## config.mk

```make
export PLATFORM = sky130hd
export DESIGN_NAME = ps2_scancode_decoder
export DESIGN_NICKNAME = d
export VERILOG_FILES = /design/src/rtl/ps2_scancode_decoder.sv
export SDC_FILE = /design/constraint.sdc
export NUM_CORES = 1
export LEC_CHECK = 0
export BUFFER_PORTS_ARGS = -buffer_cell sky130_fd_sc_hd__buf_2
export CAP_MARGIN = 40
export CELL_PAD_IN_SITES_DETAIL_PLACEMENT = 0
export CELL_PAD_IN_SITES_GLOBAL_PLACEMENT = 1
export CORE_MARGIN = 2
export CORE_UTILIZATION = 50
export CTS_BUF_LIST = sky130_fd_sc_hd__clkbuf_4
export DETAILED_ROUTE_END_ITERATION = 8
export PLACE_DENSITY_LB_ADDON = 0.15
export SYNTH_ARGS = -nofsm -noshare
export SYNTH_HDL_FRONTEND = slang
export SYNTH_SLANG_ARGS = --single-unit
```

## constraint.sdc

```tcl
create_clock -name clk -period 6.9 [get_ports clk]
set_input_delay 0.69 -clock clk [delete_from_list [all_inputs] [get_ports clk]]
set_output_delay 0.69 -clock clk [all_outputs]
set_load 0.02 [all_outputs]
```

## src/rtl/ps2_scancode_decoder.sv

```systemverilog
// PS/2 Set 2 scan-code decoder: synchronizes the receiver handshake, tracks
// break/extended prefixes and Shift/Caps state, translates makes to ASCII
// and buffers the characters in a first-word-fall-through FIFO.
module ps2_scancode_decoder #(
  parameter int FIFO_DEPTH = 8,
  parameter int FIFO_AW    = 3
) (
  input  logic       clk,
  input  logic       rst,
  input  logic       scan_rda,
  input  logic [7:0] scan_code,
  output logic       kbd_clear,
  output logic       char_avail,
  output logic [7:0] char_data,
  input  logic       char_rd,
  output logic       overflow,
  input  logic       ovf_clr,
  output logic       shift_state,
  output logic       caps_state
);

  typedef enum logic [1:0] {IDLE, BRK, EXT, EXT_BRK} state_t;

  logic               rda_meta_q, rda_sync_q, rda_prev_q, rda_edge;
  logic [7:0]         code_q;
  logic               dec_vld_q;
  state_t             state_q, state_d;
  logic               shl_q, shl_d, shr_q, shr_d, caps_q, caps_d;
  logic               is_make, is_ext, hit, is_let, push;
  logic [7:0]         ch;
  logic [7:0]         mem_q [FIFO_DEPTH];
  logic [FIFO_AW-1:0] wr_ptr_q, rd_ptr_q;
  logic [FIFO_AW:0]   cnt_q;
  logic               ovf_q, full, empty, pop, wr_en, ovf_set;

  assign rda_edge = rda_sync_q & ~rda_prev_q;

  // Two-flop synchronizer, edge detector, and capture of the scan byte.
  always_ff @(posedge clk) begin
    if (rst) begin
      rda_meta_q <= 1'b0;
      rda_sync_q <= 1'b0;
      rda_prev_q <= 1'b0;
      code_q     <= 8'h00;
      dec_vld_q  <= 1'b0;
    end else begin
      rda_meta_q <= scan_rda;
      rda_sync_q <= rda_meta_q;
      rda_prev_q <= rda_sync_q;
      if (rda_edge) code_q <= scan_code;
      dec_vld_q  <= rda_edge;
    end
  end

  // Prefix FSM and modifier registers.
  always_ff @(posedge clk) begin
    if (rst) begin
      state_q <= IDLE;
      shl_q   <= 1'b0;
      shr_q   <= 1'b0;
      caps_q  <= 1'b0;
    end else begin
      state_q <= state_d;
      shl_q   <= shl_d;
      shr_q   <= shr_d;
      caps_q  <= caps_d;
    end
  end

  // Prefix tracking and modifier updates for the byte captured last cycle.
  always_comb begin
    state_d = state_q;
    shl_d   = shl_q;
    shr_d   = shr_q;
    caps_d  = caps_q;
    is_make = 1'b0;
    is_ext  = 1'b0;
    if (dec_vld_q) begin
      case (state_q)
        IDLE: begin
          if (code_q == 8'hE0)      state_d = EXT;
          else if (code_q == 8'hF0) state_d = BRK;
          else                      is_make = 1'b1;
        end
        EXT: begin
          if (code_q == 8'hF0) state_d = EXT_BRK;
          else begin
            is_make = 1'b1;
            is_ext  = 1'b1;
            state_d = IDLE;
          end
        end
        BRK: begin
          if (code_q == 8'h12) shl_d = 1'b0;
          if (code_q == 8'h59) shr_d = 1'b0;
          state_d = IDLE;
        end
        default: state_d = IDLE;
      endcase
    end
    // Modifiers belong to the normal set only.
    if (is_make && !is_ext) begin
      if (code_q == 8'h12) shl_d  = 1'b1;
      if (code_q == 8'h59) shr_d  = 1'b1;
      if (code_q == 8'h58) caps_d = ~caps_q;
    end
  end

  // Scan code to ASCII; letters are produced lowercase and shifted after.
  always_comb begin
    hit    = 1'b1;
    is_let = 1'b1;
    ch     = 8'h00;
    case (code_q)
      8'h1C: ch = 8'h61;  8'h32: ch = 8'h62;  8'h21: ch = 8'h63;
      8'h23: ch = 8'h64;  8'h24: ch = 8'h65;  8'h2B: ch = 8'h66;
      8'h34: ch = 8'h67;  8'h33: ch = 8'h68;  8'h43: ch = 8'h69;
      8'h3B: ch = 8'h6A;  8'h42: ch = 8'h6B;  8'h4B: ch = 8'h6C;
      8'h3A: ch = 8'h6D;  8'h31: ch = 8'h6E;  8'h44: ch = 8'h6F;
      8'h4D: ch = 8'h70;  8'h15: ch = 8'h71;  8'h2D: ch = 8'h72;
      8'h1B: ch = 8'h73;  8'h2C: ch = 8'h74;  8'h3C: ch = 8'h75;
      8'h2A: ch = 8'h76;  8'h1D: ch = 8'h77;  8'h22: ch = 8'h78;
      8'h35: ch = 8'h79;  8'h1A: ch = 8'h7A;
      default: begin
        is_let = 1'b0;
        case (code_q)
          8'h45: ch = shift_state ? 8'h29 : 8'h30;
          8'h16: ch = shift_state ? 8'h21 : 8'h31;
          8'h1E: ch = shift_state ? 8'h40 : 8'h32;
          8'h26: ch = shift_state ? 8'h23 : 8'h33;
          8'h25: ch = shift_state ? 8'h24 : 8'h34;
          8'h2E: ch = shift_state ? 8'h25 : 8'h35;
          8'h36: ch = shift_state ? 8'h5E : 8'h36;
          8'h3D: ch = shift_state ? 8'h26 : 8'h37;
          8'h3E: ch = shift_state ? 8'h2A : 8'h38;
          8'h46: ch = shift_state ? 8'h28 : 8'h39;
          8'h29: ch = 8'h20;
          8'h5A: ch = 8'h0D;
          8'h66: ch = 8'h08;
          8'h76: ch = 8'h1B;
          default: hit = 1'b0;
        endcase
      end
    endcase
    if (is_let && (shift_state ^ caps_q)) ch = ch - 8'h20;
  end

  // Only Enter survives as an extended make.
  assign push    = is_make && hit && (!is_ext || code_q == 8'h5A);
  assign full    = (cnt_q == (FIFO_AW+1)'(FIFO_DEPTH));
  assign empty   = (cnt_q == '0);
  assign pop     = char_rd && !empty;
  assign wr_en   = push && (!full || pop);
  assign ovf_set = push && full && !pop;

  // FIFO storage; contents need no reset because the count gates visibility.
  always_ff @(posedge clk) begin
    if (wr_en) mem_q[wr_ptr_q] <= ch;
  end

  // FIFO pointers, occupancy and sticky overflow (a set beats a clear).
  always_ff @(posedge clk) begin
    if (rst) begin
      wr_ptr_q <= '0;
      rd_ptr_q <= '0;
      cnt_q    <= '0;
      ovf_q    <= 1'b0;
    end else begin
      if (wr_en) wr_ptr_q <= wr_ptr_q + FIFO_AW'(1);
      if (pop)   rd_ptr_q <= rd_ptr_q + FIFO_AW'(1);
      if (wr_en && !pop)      cnt_q <= cnt_q + (FIFO_AW+1)'(1);
      else if (!wr_en && pop) cnt_q <= cnt_q - (FIFO_AW+1)'(1);
      if (ovf_set)      ovf_q <= 1'b1;
      else if (ovf_clr) ovf_q <= 1'b0;
    end
  end

  assign kbd_clear   = rda_edge && !rst;
  assign char_avail  = !empty;
  assign char_data   = empty ? 8'h00 : mem_q[rd_ptr_q];
  assign overflow    = ovf_q;
  assign shift_state = shl_q | shr_q;
  assign caps_state  = caps_q;

endmodule
```

; ---- Word-level counts from Yosys, hierarchy flattened
; Memories as Yosys holds them, arrays and structs flattened. A register that Yosys moved wholly into a read port is not among the register bits.
; Index checks and enable logic that the tools add are counted.
[totals]
mem_bits_ro = 0
regBits = 28
memories = 1
mem_bits_rw = 64
inputBits = 13
output_inout_bits = 13
elab_cells = 145
latchBits = 0
[op_classes]
div = 0
n_eq_ne = 49
n_shift = 0
bitwise_logic = 5
n_reduce_logical = 27
order_cmp = 0
add_sub_neg = 5
n_mul = 0
mux = 45
[mem_list]
columns = name, depth, word_bits, read_ports, rd_ports_with_merged_regs, write_ports, line
row1 = mem_q, 8, 8, 1, 1, 1, 31  ; logic [7:0] mem_q [FIFO_DEPTH];
[op_table]
columns = cell, count
row1 = "equality test 8 x 6 -> 1 bit, second input constant", 23
row2 = case mux 7 bit (26 select lines), 1
row3 = case mux 7 bit (14 select lines), 1
row4 = "equality test 8 x 7 -> 1 bit, second input constant", 12
row5 = "equality test 8 x 5 -> 1 bit, second input constant", 8
row6 = two-way mux 5 bit, 8
row7 = OR reduction 26 bit, 1
row8 = two-way mux 1 bit, 22
row9 = "equality test 8 bit, second input constant", 2
row10 = two-way mux 8 bit, 2
row11 = two-way mux 7 bit, 2
row12 = OR reduction 14 bit, 1
row13 = logical AND 1 bit, 11
row14 = two-way mux 4 bit, 2
row15 = "subtractor 8 x 6 -> 8 bit, second input constant", 1
row16 = "adder 3 x 1 -> 3 bit, second input constant", 2
row17 = zero test 1 bit, 6
row18 = two-way mux 2 bit, 3
row19 = two-way mux 3 bit, 2
row20 = "adder 4 x 1 -> 4 bit, second input constant", 1
row21 = "equality test 4 bit, second input constant", 1
row22 = zero test 4 bit, 1
row23 = case mux 2 bit (2 select lines), 1
row24 = AND reduction 2 bit, 2
row25 = 12 further kinds, 15

; ---- Depth between registers and ports, before layout
[logic_depth]
depth_word = 12
depth_mapped = 16
ltp_nobuf = 14

; ---- Worst setup path before layout
; Ideal clock, no wire load.
[synth_timing]
kind = register to register
from = register code_q[2]
to = register cnt_q[3]
setup_ps = 70
slack_ps = 3671
required_time_ps = 6830
path_buffers = 1
arrival_ps = 3159
path_stages_with_launch = 16
period_less_slack_ps = 3229
path_cell_list = dfxtp_1 buf_4 and4bb_1 o211ai_1 a21oi_1 or4_4 nor3_4 nor2_4 ha_1 inv_1 ha_1 a21o_1 a21oi_1 xnor2_1 or3_1 a21oi_1
[synth_between]
elab_chain_cells = 11
elab_cells_between_ends = 62
cone_classes = eq/ne (42) / mux (9) / reduce/logical (11)
[synth_lines]
columns = item, line
row1 = from (decl), 25  ; logic [7:0] code_q;
row2 = from (signal assigned), 50  ; if (rda_edge) code_q <= scan_code;
row3 = equality test 8 bit, "82, 86"
row4 = two-way mux 1 bit, "82, 86"
row5 = two-way mux 1 bit (on tied branches), "81, 79"
row6 = case mux 1 bit (2 select lines) / two-way mux 1 bit (equally long branches), "79, 78"
row7 = two-way mux 1 bit / zero test 1 bit (equally long branches), "78, 149"
row8 = logical AND 1 bit / logical OR 1 bit (equally long branches), 149  ; assign push = is_make && hit && (!is_ext || code_q == 8'h5A);
row9 = logical AND 1 bit *, 149
row10 = logical AND 1 bit *, 153  ; assign wr_en = push && (!full || pop);
row11 = named net wr_en, 34  ; logic ovf_q, full, empty, pop, wr_en, ovf_set;
row12 = zero test 1 bit, 172  ; else if (!wr_en && pop) cnt_q <= cnt_q - (FIFO_AW+1)'(1);
row13 = logical AND 1 bit, 172
row14 = nonzero test 2 bit (no line), -
row15 = to (signal assigned), 171  ; if (wr_en && !pop) cnt_q <= cnt_q + (FIFO_AW+1)'(1);
row16 = to (signal assigned), 172
row17 = to (decl), 33  ; logic [FIFO_AW:0] cnt_q;
; Mark *: on every way through the listed nets, which the timed path passes. The rest lies on a longest branch.
; A chain may end at the register's enable or synchronous reset.

; ---- Worst setup path after layout
[layout_timing]
from = register code_q[3]
to = register cnt_q[3]
; Same word-level chain as after synthesis.

==> results.json <==
{
  "outcome": "finished clean",
  "maxSlewViolCount": 0,
  "vias_per_cell": 5.833,
  "hpwl_mm": 7.033,
  "regToRegSetupSlack_ps": 2750,
  "p_per_area_nw_per_um2": 234.9,
  "fmax_mhz": 241.1,
  "cts_sinks": 95,
  "ctsRootBufferMaster": "clkbuf_4",
  "cap_violations": 0,
  "ir_worst_vdd_mv": 0.1886,
  "firstDrtPassIters": 5,
  "die-area_um2": 10580,
  "drt-total-wl_mm": 10.28,
  "wl_per_cell_um": 17.84,
  "n_fill_cell": 878,
  "fin_ws_ps": 2752,
  "antennaDiodeCount": 0,
  "cts_resized": 0,
  "synth-edff-count": 64,
  "stdcell_count": 576,
  "finClkSkew_ps": 15.94,
  "place_congestion": 0.8987,
  "relSlewSlack": 0.3924,
  "clock_latency_ps": 470,
  "grt_pass1_vias": 3180,
  "critPathCaptureType": "register",
  "synth_top_area_cell": "edfxtp_1",
  "finalCritPeriodShare": 0.6012,
  "hold_viol_final": 0,
  "min_path_type": "in2reg",
  "synthToLayoutAreaGrowth_pct": 8.116,
  "yosys.area.top_type_share": 0.3932,
  "tns_ps": 0,
  "synthCells": 414,
  "core_um2": 9639,
  "pre_cts_ws_ps": 2831,
  "worst_slew_pin_slew_ps": 898.7,
  "layout-drive-gt1-share": 0.1919,
  "die_w_um": 102.9,
  "grt_use_total": 0.2079,
  "dieHeight_um": 102.9,
  "ys_seq_area_frac": 0.5202,
  "num_io_pins": 26,
  "setup_viol": 0,
  "drtIter0Drc": 251,
  "initial_core_util": 0.5070,
  "clock_path_buffers": 2,
  "dpl.cell_count": 559,
  "antenna_found_initial": 0,
  "yosysWarnings": 0,
  "cp_data_required_time_ps": 7290,
  "rsz0062_at_grt": "no",
  "synthTopCellsByArea": "edfxtp_1 39%, dfxtp_1 13%, mux4_2 7.4%, mux2i_1 3.7%, nor2_1 3.5%",
  "port_buffers": 25,
  "route.vias.total": 3360,
  "overflow": 0,
  "path_max_fanout": 25,
  "avgSynthCellArea_um2": 11.80,
  "rows": 36,
  "p_total_uw": 1241,
  "fin_nets": 457,
  "grt_pass1_wl_mm": 16.33,
  "timing.critical_path.from_type": "register",
  "path_clk_slew_ps": 150,
  "synth.distinct_cells": 74,
  "ys.flop_type": "edfxtp_1",
  "critical_path_class": "reg2reg",
  "async_reset_ff_frac": 0,
  "cts_setup_buffers": 0,
  "drc_errors": 0,
  "cts_hold_buf": 0,
  "ctsHtreeMaxLevel": 3,
  "synth_area_um2": 4887,
  "cts_buffers": 9,
  "synth-seq-cells": 95,
  "cts_tree": "yes",
  "drtAntennaViolNets": 0,
  "grt_max_degree": 31,
  "period_minus_slack_ps": 4148,
  "worstPathArrival_ps": 4540,
  "p_leak_uw": 0.001775
}
[worst max-delay path, cell delays in order, from the launching register on]
cell      delay (ps)
dfxtp_1          920
and4bb_1         340
o211ai_1         200
a21oi_1          110
or4_4            580
nor3_4           330
nor2_4           120
ha_1             230
inv_1            120
ha_1             250
a21o_1           180
a21oi_1          170
xnor2_1           90
or3_1            300
a21oi_1          130
[cells by family after synthesis]
group,synth area share
buffers and inverters,0.03866
other,0.0007673
AOI/OAI and AO/OA,0.1022
xor gates and xnor gates,0.01971
DFF,0.5202
adders and majority gates,0.01690
and+or+nand+nor,0.1856
muxes,0.1160
[state kept, by name (all words and copies together) (netlist names), named ones only]
name / cells
caps_state: 1
cnt_q: 4
code_q: 8
dec_vld_q: 1
mem_q: 64
overflow: 1
rd_ptr_q: 3
rda_meta_q: 1
rda_prev_q: 1
rda_sync_q: 1
shl_q: 1
shr_q: 1
state_q: 2
wr_ptr_q: 3
[Yosys cell counts (all sizes together), types with 3 or more instances]
| master | instances |
|---|---|
| edfxtp | 64 |
| nor2 | 47 |
| dfxtp | 31 |
| nand2 | 20 |
| buf | 19 |
| a21oi | 18 |
| mux2i | 18 |
| mux4 | 16 |
| o21ai | 16 |
| nand3 | 15 |
| nand2b | 11 |
| clkbuf | 10 |
| inv | 10 |
| nor2b | 9 |
| nor3 | 9 |
| nor4 | 6 |
| or3 | 6 |
| xnor2 | 6 |
| ha | 5 |
| nor4b | 5 |
| o211ai | 5 |
| xor2 | 5 |
| nand3b | 4 |
| nor3b | 4 |
| a2111oi | 3 |
| a22oi | 3 |
| a32oi | 3 |
| o31ai | 3 |
| or4 | 3 |
[worst paths after layout]
| path | end | cells past startpoint | start |
|---|---|---|---|
| worst max-delay path | cnt_q[3] | 14 | code_q[3] |
| worst min register to register | dec_vld_q | 1 | rda_prev_q |
| worst min-delay path | rda_meta_q | 2 | scan_rda |
| worst max register to register | cnt_q[3] | 14 | code_q[3] |
[final cells by class]
class                      instances  area [um2]  share of cell area
sequential                        95        2542              0.4812
multi-input combinational        287        2195              0.4153
timing repair buffer              35       197.7             0.03741
tap                              133       166.4             0.03149
clock inverter                     7       77.57             0.01468
clock buffer                       9       67.56             0.01279
inverter                          10       37.54            0.007104
[per-stage QoR]
step	hold WS, ps	area [um2]	utilization
final	430.4	5284	0.5482
after global routing	408.3	5284	0.5482
after CTS	396.1	5279	0.5476
after detailed placement	426.5	5134	0.5326
after global placement	426.5	5126	0.5318
after floorplan	413.8	4913	-
[where the power goes]
group / total (uW) / internal, uW / switching [uW]
Clock: 311 / 114 / 196
Sequential: 651 / 620 / 30.5
Combinational: 280 / 126 / 153
[placed cells by master, fill, tap and decap left out, types with 3 or more instances in the layout]
cell and n:
nor2_1 46, mux4_2 16, nor3b_1 4, buf_4 9, a21oi_1 18, conb_1 8, edfxtp_1 64, or3_1 5
inv_1 10, nand3_1 15, nand2_2 3, ha_1 5, nand2_1 17, xor2_1 5, nand2b_1 11, a22oi_1 3
a32oi_1 3, o31ai_1 3, dfxtp_1 31, nor2b_1 9, nor4b_2 3, o211ai_1 4, xnor2_1 6, nor4_1 5
mux2i_1 18, nand3b_1 4, buf_2 26, nor3_1 8, o21ai_0 16, clkbuf_4 9
[routing by layer]
| metal | GRT usage | up-vias | part of all wire |
|---|---|---|---|
| met3 | 0.04814 | 18 | 0.056 |
| met1 | 0.2858 | 1613 | 0.45 |
| met2 | 0.3223 | 113 | 0.47 |
| met4 | 0.08198 | 0 | 0.017 |
| li1 | - | 1616 | - |
| met5 | 0 | - | 0 |
Power figures use the tool's default switching activity.
